`src/rtl/layer3_result_scheduler_if.sv`:
```
// Bundle of the layer-3 result scheduler signals: pixel write handshake,
// SRAM write/read ports and the layer-4 tap stream. The master side is the
// scheduler and the slave side is its environment.
interface layer3_result_scheduler_if #(
  parameter int DATA_W = 128
);
  logic              frame_start;
  logic              wr_valid;
  logic              wr_ready;
  logic [DATA_W-1:0] wr_data;
  logic              save_enable;
  logic [15:0]       save_row_addr;
  logic [15:0]       save_col_addr;
  logic [DATA_W-1:0] layer3_result_store_data_in;
  logic              win_ready;
  logic              layer3_result_read_signal;
  logic [15:0]       read_row_addr;
  logic [15:0]       read_col_addr;
  logic [DATA_W-1:0] layer3_result_output;
  logic              tap_valid;
  logic [DATA_W-1:0] tap_data;
  logic [3:0]        tap_idx;
  logic              tap_last;
  logic [15:0]       win_row;
  logic [15:0]       win_col;
  logic              busy;
  logic              frame_done;

  modport master (
    input  frame_start, wr_valid, wr_data, win_ready, layer3_result_output,
    output wr_ready, save_enable, save_row_addr, save_col_addr,
           layer3_result_store_data_in, layer3_result_read_signal,
           read_row_addr, read_col_addr, tap_valid, tap_data, tap_idx,
           tap_last, win_row, win_col, busy, frame_done
  );

  modport slave (
    output frame_start, wr_valid, wr_data, win_ready, layer3_result_output,
    input  wr_ready, save_enable, save_row_addr, save_col_addr,
           layer3_result_store_data_in, layer3_result_read_signal,
           read_row_addr, read_col_addr, tap_valid, tap_data, tap_idx,
           tap_last, win_row, win_col, busy, frame_done
  );
endinterface

```
`src/rtl/layer3_result_scheduler.sv`:
```
// Layer-3 result SRAM sequencer for one WIDTH x WIDTH frame. Raster-order
// pixels are written as they arrive; KERNEL x KERNEL windows are read out
// tap by tap as soon as every row a window covers has been written, so
// layer 4 overlaps with layer-3 output.
module layer3_result_scheduler #(
  parameter int WIDTH  = 14,
  parameter int KERNEL = 3,
  parameter int DATA_W = 128
) (
  input logic clk,
  input logic rst,
  layer3_result_scheduler_if.master bus
);

  localparam logic [15:0] PIX      = 16'(WIDTH * WIDTH);
  localparam logic [15:0] COL_LAST = 16'(WIDTH - 1);
  localparam logic [15:0] WIN_LAST = 16'(WIDTH - KERNEL);
  localparam logic [1:0]  K_LAST   = 2'(KERNEL - 1);

  typedef enum logic [1:0] {R_IDLE, R_WAIT, R_FETCH, R_DONE} rstate_t;

  rstate_t           state;
  logic              busy;
  logic              frame_done;
  logic [15:0]       wr_cnt;
  logic [15:0]       wr_row;
  logic [15:0]       wr_col;
  logic [15:0]       win_row;
  logic [15:0]       win_col;
  logic [1:0]        ky;
  logic [1:0]        kx;
  logic [3:0]        k;
  logic              wr_fire;
  logic              rd_en;
  logic              row_ok;
  logic              tap_valid;
  logic [DATA_W-1:0] tap_data;
  logic [3:0]        tap_idx;
  logic              tap_last;

  assign k       = 4'(ky) * 4'd3 + 4'(kx);
  assign wr_fire = bus.wr_valid && bus.wr_ready;
  assign rd_en   = (state == R_FETCH);
  // Registered write count: a pixel written this cycle only counts next cycle,
  // so a read can never collide with the write of the same address.
  assign row_ok  = wr_cnt >= (win_row + 16'(KERNEL)) * 16'(WIDTH);

  assign bus.wr_ready                    = busy && (wr_cnt < PIX);
  assign bus.save_enable                 = wr_fire;
  assign bus.save_row_addr               = wr_row;
  assign bus.save_col_addr               = wr_col;
  assign bus.layer3_result_store_data_in = wr_fire ? bus.wr_data : '0;
  assign bus.layer3_result_read_signal   = rd_en;
  assign bus.read_row_addr               = win_row + 16'(ky);
  assign bus.read_col_addr               = win_col + 16'(kx);
  assign bus.tap_valid                   = tap_valid;
  assign bus.tap_data                    = tap_data;
  assign bus.tap_idx                     = tap_idx;
  assign bus.tap_last                    = tap_last;
  assign bus.win_row                     = win_row;
  assign bus.win_col                     = win_col;
  assign bus.busy                        = busy;
  assign bus.frame_done                  = frame_done;

  // Write-side raster address and accepted-pixel count; cleared per frame.
  always_ff @(posedge clk or negedge rst) begin
    if (!rst) begin
      wr_cnt <= '0;
      wr_row <= '0;
      wr_col <= '0;
    end else if (state == R_DONE || (state == R_IDLE && bus.frame_start)) begin
      wr_cnt <= '0;
      wr_row <= '0;
      wr_col <= '0;
    end else if (wr_fire) begin
      wr_cnt <= wr_cnt + 16'd1;
      if (wr_col == COL_LAST) begin
        wr_col <= '0;
        wr_row <= wr_row + 16'd1;
      end else begin
        wr_col <= wr_col + 16'd1;
      end
    end
  end

  // Window walker: wait for readiness, fetch the taps, advance the origin.
  always_ff @(posedge clk or negedge rst) begin
    if (!rst) begin
      state      <= R_IDLE;
      busy       <= 1'b0;
      frame_done <= 1'b0;
      win_row    <= '0;
      win_col    <= '0;
      ky         <= '0;
      kx         <= '0;
    end else begin
      frame_done <= 1'b0;
      case (state)
        R_IDLE: if (bus.frame_start) begin
          busy    <= 1'b1;
          win_row <= '0;
          win_col <= '0;
          state   <= R_WAIT;
        end
        R_WAIT: if (bus.win_ready && row_ok) begin
          ky    <= '0;
          kx    <= '0;
          state <= R_FETCH;
        end
        R_FETCH: begin
          if (kx == K_LAST) begin
            kx <= '0;
            ky <= ky + 2'd1;
          end else begin
            kx <= kx + 2'd1;
          end
          if (ky == K_LAST && kx == K_LAST) begin
            ky <= '0;
            if (win_col == WIN_LAST) begin
              win_col <= '0;
              win_row <= win_row + 16'd1;
            end else begin
              win_col <= win_col + 16'd1;
            end
            state <= (win_row == WIN_LAST && win_col == WIN_LAST) ? R_DONE : R_WAIT;
          end
        end
        R_DONE: begin
          frame_done <= 1'b1;
          busy       <= 1'b0;
          win_row    <= '0;
          win_col    <= '0;
          state      <= R_IDLE;
        end
        default: state <= R_IDLE;
      endcase
    end
  end

  // One-stage tap pipeline aligned with the SRAM read latency.
  always_ff @(posedge clk or negedge rst) begin
    if (!rst) begin
      tap_valid <= 1'b0;
      tap_data  <= '0;
      tap_idx   <= '0;
      tap_last  <= 1'b0;
    end else begin
      tap_valid <= rd_en;
      tap_data  <= rd_en ? bus.layer3_result_output : '0;
      tap_idx   <= rd_en ? k : 4'd0;
      tap_last  <= rd_en && (k == 4'd8);
    end
  end

endmodule

```
`src/flat_wrapper.sv`:
```
// flat-port wrapper written by rule: the top's interface ports become plain ports
module layer3_result_scheduler_flat 
#(
  parameter int WIDTH  = 14,
  parameter int KERNEL = 3,
  parameter int DATA_W = 128
)
  (clk, rst, bus_frame_start, bus_wr_valid, bus_wr_data, bus_win_ready, bus_layer3_result_output, bus_wr_ready, bus_save_enable, bus_save_row_addr, bus_save_col_addr, bus_layer3_result_store_data_in, bus_layer3_result_read_signal, bus_read_row_addr, bus_read_col_addr, bus_tap_valid, bus_tap_data, bus_tap_idx, bus_tap_last, bus_win_row, bus_win_col, bus_busy, bus_frame_done);
  layer3_result_scheduler_if #(.DATA_W(DATA_W)) bus_i ();
  input logic clk;
  input logic rst;
  input wire logic [$bits(bus_i.frame_start)-1:0] bus_frame_start;
  input wire logic [$bits(bus_i.wr_valid)-1:0] bus_wr_valid;
  input wire logic [$bits(bus_i.wr_data)-1:0] bus_wr_data;
  input wire logic [$bits(bus_i.win_ready)-1:0] bus_win_ready;
  input wire logic [$bits(bus_i.layer3_result_output)-1:0] bus_layer3_result_output;
  output wire logic [$bits(bus_i.wr_ready)-1:0] bus_wr_ready;
  output wire logic [$bits(bus_i.save_enable)-1:0] bus_save_enable;
  output wire logic [$bits(bus_i.save_row_addr)-1:0] bus_save_row_addr;
  output wire logic [$bits(bus_i.save_col_addr)-1:0] bus_save_col_addr;
  output wire logic [$bits(bus_i.layer3_result_store_data_in)-1:0] bus_layer3_result_store_data_in;
  output wire logic [$bits(bus_i.layer3_result_read_signal)-1:0] bus_layer3_result_read_signal;
  output wire logic [$bits(bus_i.read_row_addr)-1:0] bus_read_row_addr;
  output wire logic [$bits(bus_i.read_col_addr)-1:0] bus_read_col_addr;
  output wire logic [$bits(bus_i.tap_valid)-1:0] bus_tap_valid;
  output wire logic [$bits(bus_i.tap_data)-1:0] bus_tap_data;
  output wire logic [$bits(bus_i.tap_idx)-1:0] bus_tap_idx;
  output wire logic [$bits(bus_i.tap_last)-1:0] bus_tap_last;
  output wire logic [$bits(bus_i.win_row)-1:0] bus_win_row;
  output wire logic [$bits(bus_i.win_col)-1:0] bus_win_col;
  output wire logic [$bits(bus_i.busy)-1:0] bus_busy;
  output wire logic [$bits(bus_i.frame_done)-1:0] bus_frame_done;
  assign bus_i.frame_start = bus_frame_start;
  assign bus_i.wr_valid = bus_wr_valid;
  assign bus_i.wr_data = bus_wr_data;
  assign bus_i.win_ready = bus_win_ready;
  assign bus_i.layer3_result_output = bus_layer3_result_output;
  assign bus_wr_ready = bus_i.wr_ready;
  assign bus_save_enable = bus_i.save_enable;
  assign bus_save_row_addr = bus_i.save_row_addr;
  assign bus_save_col_addr = bus_i.save_col_addr;
  assign bus_layer3_result_store_data_in = bus_i.layer3_result_store_data_in;
  assign bus_layer3_result_read_signal = bus_i.layer3_result_read_signal;
  assign bus_read_row_addr = bus_i.read_row_addr;
  assign bus_read_col_addr = bus_i.read_col_addr;
  assign bus_tap_valid = bus_i.tap_valid;
  assign bus_tap_data = bus_i.tap_data;
  assign bus_tap_idx = bus_i.tap_idx;
  assign bus_tap_last = bus_i.tap_last;
  assign bus_win_row = bus_i.win_row;
  assign bus_win_col = bus_i.win_col;
  assign bus_busy = bus_i.busy;
  assign bus_frame_done = bus_i.frame_done;
  layer3_result_scheduler #(.WIDTH(WIDTH), .KERNEL(KERNEL), .DATA_W(DATA_W)) u_core (.clk(clk), .rst(rst), .bus(bus_i));
endmodule
```
`config.mk`:
```
export PLATFORM = sky130hd
export DESIGN_NAME = layer3_result_scheduler_flat
export DESIGN_NICKNAME = d
export VERILOG_FILES = /design/src/rtl/layer3_result_scheduler_if.sv /design/src/rtl/layer3_result_scheduler.sv /design/src/flat_wrapper.sv
export SDC_FILE = /design/constraint.sdc
export NUM_CORES = 1
export LEC_CHECK = 0
export CAP_MARGIN = 20
export CORE_AREA = 3 3 242 244
export CTS_CLUSTER_DIAMETER = 120
export DETAILED_ROUTE_END_ITERATION = 8
export DIE_AREA = 0 0 245 247
export PLACE_DENSITY = 0.57
export SETUP_SLACK_MARGIN = 0.15
export SLEW_MARGIN = 40
export SYNTH_ARGS = -nofsm -noshare
export SYNTH_HDL_FRONTEND = slang
export SYNTH_SLANG_ARGS = --single-unit
```
`constraint.sdc`:
```
create_clock -name clk -period 6.61 [get_ports clk]
set_input_delay 1.322 -clock clk [delete_from_list [all_inputs] [get_ports clk]]
set_output_delay 1.322 -clock clk [all_outputs]
set_load 0.02 [all_outputs]
```
**Word level (Yosys, flattened, before mapping)**

Cells that the tools add are included.

- Word-level logic and storage cells: 96
- Output and inout bits: 363
- Input port bits: 261
- Register bits after elaboration: 222

- Muxes and demuxes: 32
- Multiply operators: 2
- Eq/ne operators: 14
- Add/subtract/negate cells: 11
- Reduce and logical (&&, ||, !) cells: 21
- Order comparisons: 2

Operators with widths:

| cell | count |
|---|---|
| 128-bit 2-to-1 mux | 2 |
| 16-bit 2-to-1 mux | 13 |
| 16-bit case mux with 3 select lines | 2 |
| 16-bit by 1-bit adder with 16-bit output, second input constant | 5 |
| 16-bit by 4-bit equality test with 1-bit output, second input constant | 3 |
| 16-bit by 2-bit adder with 16-bit output | 2 |
| 16-bit by 2-bit adder with 16-bit output, second input constant | 1 |
| 16-bit >= comparator | 1 |
| 16-bit by 8-bit less-than comparator with 1-bit output, second input constant | 1 |
| 16-bit by 3-bit multiplier with 15-bit output, second input constant | 1 |
| 2-bit 2-to-1 mux | 8 |
| 3-bit AND reduction | 3 |
| 2-bit equality test, second input constant | 4 |
| 2-bit case mux with 2 select lines | 2 |
| 2-bit case mux with 4 select lines | 1 |
| 2-bit nonzero test | 4 |
| 1-bit logical AND | 7 |
| 2-bit inequality test, second input constant | 3 |
| 2-bit AND reduction | 3 |
| 2-bit by 1-bit adder with 2-bit output, second input constant | 2 |
| 4-bit by 2-bit adder with 4-bit output | 1 |
| 4-bit equality test, second input constant | 1 |
| 2-bit by 2-bit multiplier with 4-bit output, second input constant | 1 |
| 4-bit 2-to-1 mux | 1 |
| 9 further kinds | 10 |

**Logic depth before layout (Yosys ltp)**

- Depth in word-level cells: 6
- Depth in mapped cells: 25
- Depth with buffers taken out: 23

**Worst setup path after synthesis**

OpenSTA, ideal clock, no wires.

- Kind: reg-to-reg
- Start: reg u_core.win_row[0] (netlist: u_core.bus.win_row[0])
- End: reg u_core.ky[1]
- Cell stages (with the launch flop): 22
- Period minus slack after synthesis: 5240 ps
- Data arrival time: 5157 ps
- Path buffers: 2
- Data required time: 6528 ps
- Setup time: 82 ps
- Slack: 1370 ps
- Cell sequence: dfrtp_1 -> clkbuf_1 -> inv_1 -> ha_1 -> clkbuf_1 -> nor3_1 -> nand3_1 -> xnor2_1 -> fa_1 -> ha_1 -> a21o_1 -> a21o_1 -> a21oi_1 -> o21ai_0 -> xnor2_1 -> ha_1 -> nand4_1 -> o221ai_1 -> o21ai_0 -> a21oi_1 -> or4b_2 -> o22ai_1

- Longest elaborated chain between the ends: 6

RTL lines:

| item | RTL line | text |
|---|---|---|
| start: declaration | layer3_result_scheduler.sv:28 | `logic [15:0] win_row;` |
| start signal: assignment | layer3_result_scheduler.sv:121 | `win_row <= win_row + 16'd1;` |
| 16-bit by 2-bit adder with 16-bit output | layer3_result_scheduler.sv:46 | `assign row_ok = wr_cnt >= (win_row + 16'(KERNEL)) * 16'(WIDTH);` |
| 16-bit by 3-bit multiplier with 15-bit output | layer3_result_scheduler.sv:46 |  |
| 16-bit >= comparator | layer3_result_scheduler.sv:46 |  |
| 1-bit logical AND | layer3_result_scheduler.sv:105 | `R_WAIT: if (bus.win_ready && row_ok) begin` |
| 2-bit by 1-bit inequality test with 1-bit output (no line) | n/a |  |
| 3-bit AND reduction (no line) | n/a |  |
| end signal: assignment | layer3_result_scheduler.sv:113 | `ky <= ky + 2'd1;` |
| end: declaration | layer3_result_scheduler.sv:30 | `logic [1:0] ky;` |

Every way passes these cells.
A chain may end at the register's enable or synchronous reset.

**Worst setup path in the final report**

- Start: reg u_core.win_row[2] (netlist: u_core.bus.win_row[2])
- End: reg u_core.ky[0]

The elaborated chain is that of the path after synthesis.

==> flow_summary.toml <==
[status]
status = "complete, no violations"

[logic_synthesis]
synth_fp_nets = 1515
avgSynthCellArea_um2 = 9.84
ys_seq_area_share_pct = 47.4
synth_edf_count = 0
ys_warn_count = 0
synth-async-reset-ratio_pct = 100
synth_cell_types = 62
synth_area_um2 = 11700
ys_ff_latch = 222
synth.largest_area_cell = "dfrtp_1"
synthCells = 1192
ys.flop_type = "dfrtp_1"
yosys.area.top_type_share_pct = 47.4
yosys-top-cells-area = "dfrtp_1 (47%), and2_1 (14%), ha_1 (5.7%), xnor2_1 (3.7%), xor2_1 (3.4%)"

[pwr]
power_density_nw_per_um2 = 293
ir_drop_mv = 0.173
p_leak_nw = 8.38

[placement]
hpwl_um = 44700
globalplace.congestion = 0.890
portBuffers = 623

[sta]
slew_viol_final = 0
period_needed_ns = 5.88
worstMarginPinSlew_ns = 0.779
finalClockSkew_ns = 0.0213
finalHoldViolCount = 0
min_period_over_period_pct = 88.9
slew_headroom_pct = 48.1
max_freq_mhz = 170
setup-violations-final = 0
tns_ns = 0
rsz0062_at_grt = "false"

[worst_hold_path]
hp-class = "reg -> reg"

[route]
wire_per_inst_um = 21.5
vias = 11000
viasPerCell = 4.28
antenna_left = 0
first_iter_violations = 691
wl_um = 55000
drc = 0
drt_pass1_iterations = 4

[die]
num_rows = 87
die_w_um = 245
start_util_pct = 20.8
die_h_um = 247
die_area_um2 = 60500
coreArea_um2 = 56500
io_pins = 624

[flow_run]
cap_viol_max_count = 0

[clocking]
clock_path_buffers = 3
ctsHoldBuffers = 0
cts.repair.resized = 0
cts_tree = "yes"
cts_buffers = 27
htree_levels = 1
post_cts_buffers = 0
path_clk_slew_ns = 0.06
cts_sinks = 222
root_buffer = "clkbuf_16"
clk_latency_ns = 0.56

[layout]
utilization_pct = 34.7
final_common_cell = "clkdlybuf4s50_1"
synthToLayoutAreaGrowth_pct = 67.3
final_layout_size_suffix_gt1_share_pct = 3.67
nets = 2104
layout_common_cells = "clkdlybuf4s50_1 (622), and2_1 (267), dfrtp_1 (222), nor2_1 (89), nand2_1 (65)"

[global_route]
overflow = 0
first_global_vias = 11400
grt_start_max_net_pins = 141
grt_use_total_pct = 17.4
antenna_found_initial = 16
grt_pass1_wl_um = 78200

[worst_setup_path]
required_ns = 7.07
cp-end-kind = "flop"
critPathLaunchType = "flop"
worstSetupPathType = "reg -> reg"
worstPathArrival_ns = 6.34
crit_path_max_fanout = 12
rrSetupSlack_ns = 0.73
==> per-stage QoR <==
step	power, mW	worst slack (ns)	cells	hold WS (ns)	cell area [µm²]
global placement	4.31	0.879	2507	0.506	18700
floorplan	3.04	1.37	1192	0.474	11700
finish	5.75	0.732	2561	0.513	19600
CTS	5.85	0.689	2556	0.516	19600
detailed placement	4.34	0.775	2508	0.504	18700
global route	6.10	0.308	2560	0.527	19600
==> synthesized netlist by cell type (all sizes together) (9+ instances only) <==
library cell and instances:
o31ai 9, xnor2 49, o21ai 50, nand3 35, inv 38, dfrtp 222, a21oi 29, and2 268
nand2 65, clkbuf 62, a21o 11, fa 9, nand4 19, and3 14, xor2 46, ha 53
nor2 89, nor2b 9, nor3 21, or3 9, buf 9
==> state kept, by name, summed over array words and instances, names as in the netlist <==
name,count
u_core.bus.tap_last,1
u_core.state,2
u_core.bus.tap_data,128
u_core.wr_cnt,16
u_core.bus.win_row,16
u_core.kx,2
u_core.bus.win_col,16
u_core.bus.frame_done,1
u_core.bus.tap_idx,4
u_core.bus.save_row_addr,16
u_core.bus.busy,1
u_core.bus.tap_valid,1
u_core.bus.save_col_addr,16
u_core.ky,2
==> layer usage <==
metal	GRT usage, %	wire (µm)
met2	33.7	29500
met5	0	26
met3	4.63	4180
met1	17.0	18300
met4	8.61	2990
==> cell type report <==
type	instances	area, µm²
fillers	5713	36900
repair buffers	631	6340
multi-input cells	861	5740
flip-flops and latches	222	5560
well taps	756	946
clock buffers	35	756
inverters	38	148
clock inverters	13	124
diodes	5	12.5
==> report_power, final <==
group          switching (mW)  internal (mW)
Clock                   0.609          0.850
Combinational            1.46           1.13
Sequential              0.126           1.57
Total                    2.19           3.55
==> worst max-delay path, cell delays in order (launching register included) <==
cell	delay (ns)
dfrtp_1	0.61
ha_1	0.30
a21oi_1	0.10
nor3_1	0.44
nand2_1	0.13
xnor2_1	0.48
fa_1	0.50
ha_1	0.40
a21o_1	0.21
a21o_1	0.17
a21oi_1	0.12
o21ai_0	0.12
xnor2_1	0.17
ha_1	0.31
nand4_1	0.11
o221ai_1	0.28
o21ai_0	0.15
a21oi_1	0.37
or4b_2	0.65
mux2i_1	0.16
==> worst paths after layout <==
kind	start	depth (start not counted)	endpoint
setup / recovery	u_core.bus.win_row[2]$_DFFE_PN0P_	19	u_core.ky[0]$_DFFE_PN0P_
hold / removal	u_core.bus.save_col_addr[3]$_DFFE_PN0P_	1	u_core.bus.save_col_addr[3]$_DFFE_PN0P_
setup reg to reg	u_core.bus.win_row[2]$_DFFE_PN0P_	19	u_core.ky[0]$_DFFE_PN0P_
hold reg to reg	u_core.bus.save_col_addr[3]$_DFFE_PN0P_	1	u_core.bus.save_col_addr[3]$_DFFE_PN0P_
max in group asynchronous	rst	3	u_core.bus.save_col_addr[6]$_DFFE_PN0P_
min in group asynchronous	rst	1	u_core.bus.tap_data[113]$_DFF_PN0_
==> cell families after synthesis <==
group	after synthesis	share of synthesized area, %
buffers and inverters	109	3.84
AO/OA/AOI/OAI	135	7.34
flip-flops	222	47.4
adder cells (fa/ha/maj)	62	7.19
XOR/XNOR	96	7.29
multiplexers	3	0.267
AND/OR/NAND/NOR	565	26.7
(Power assumes the default switching activity.)
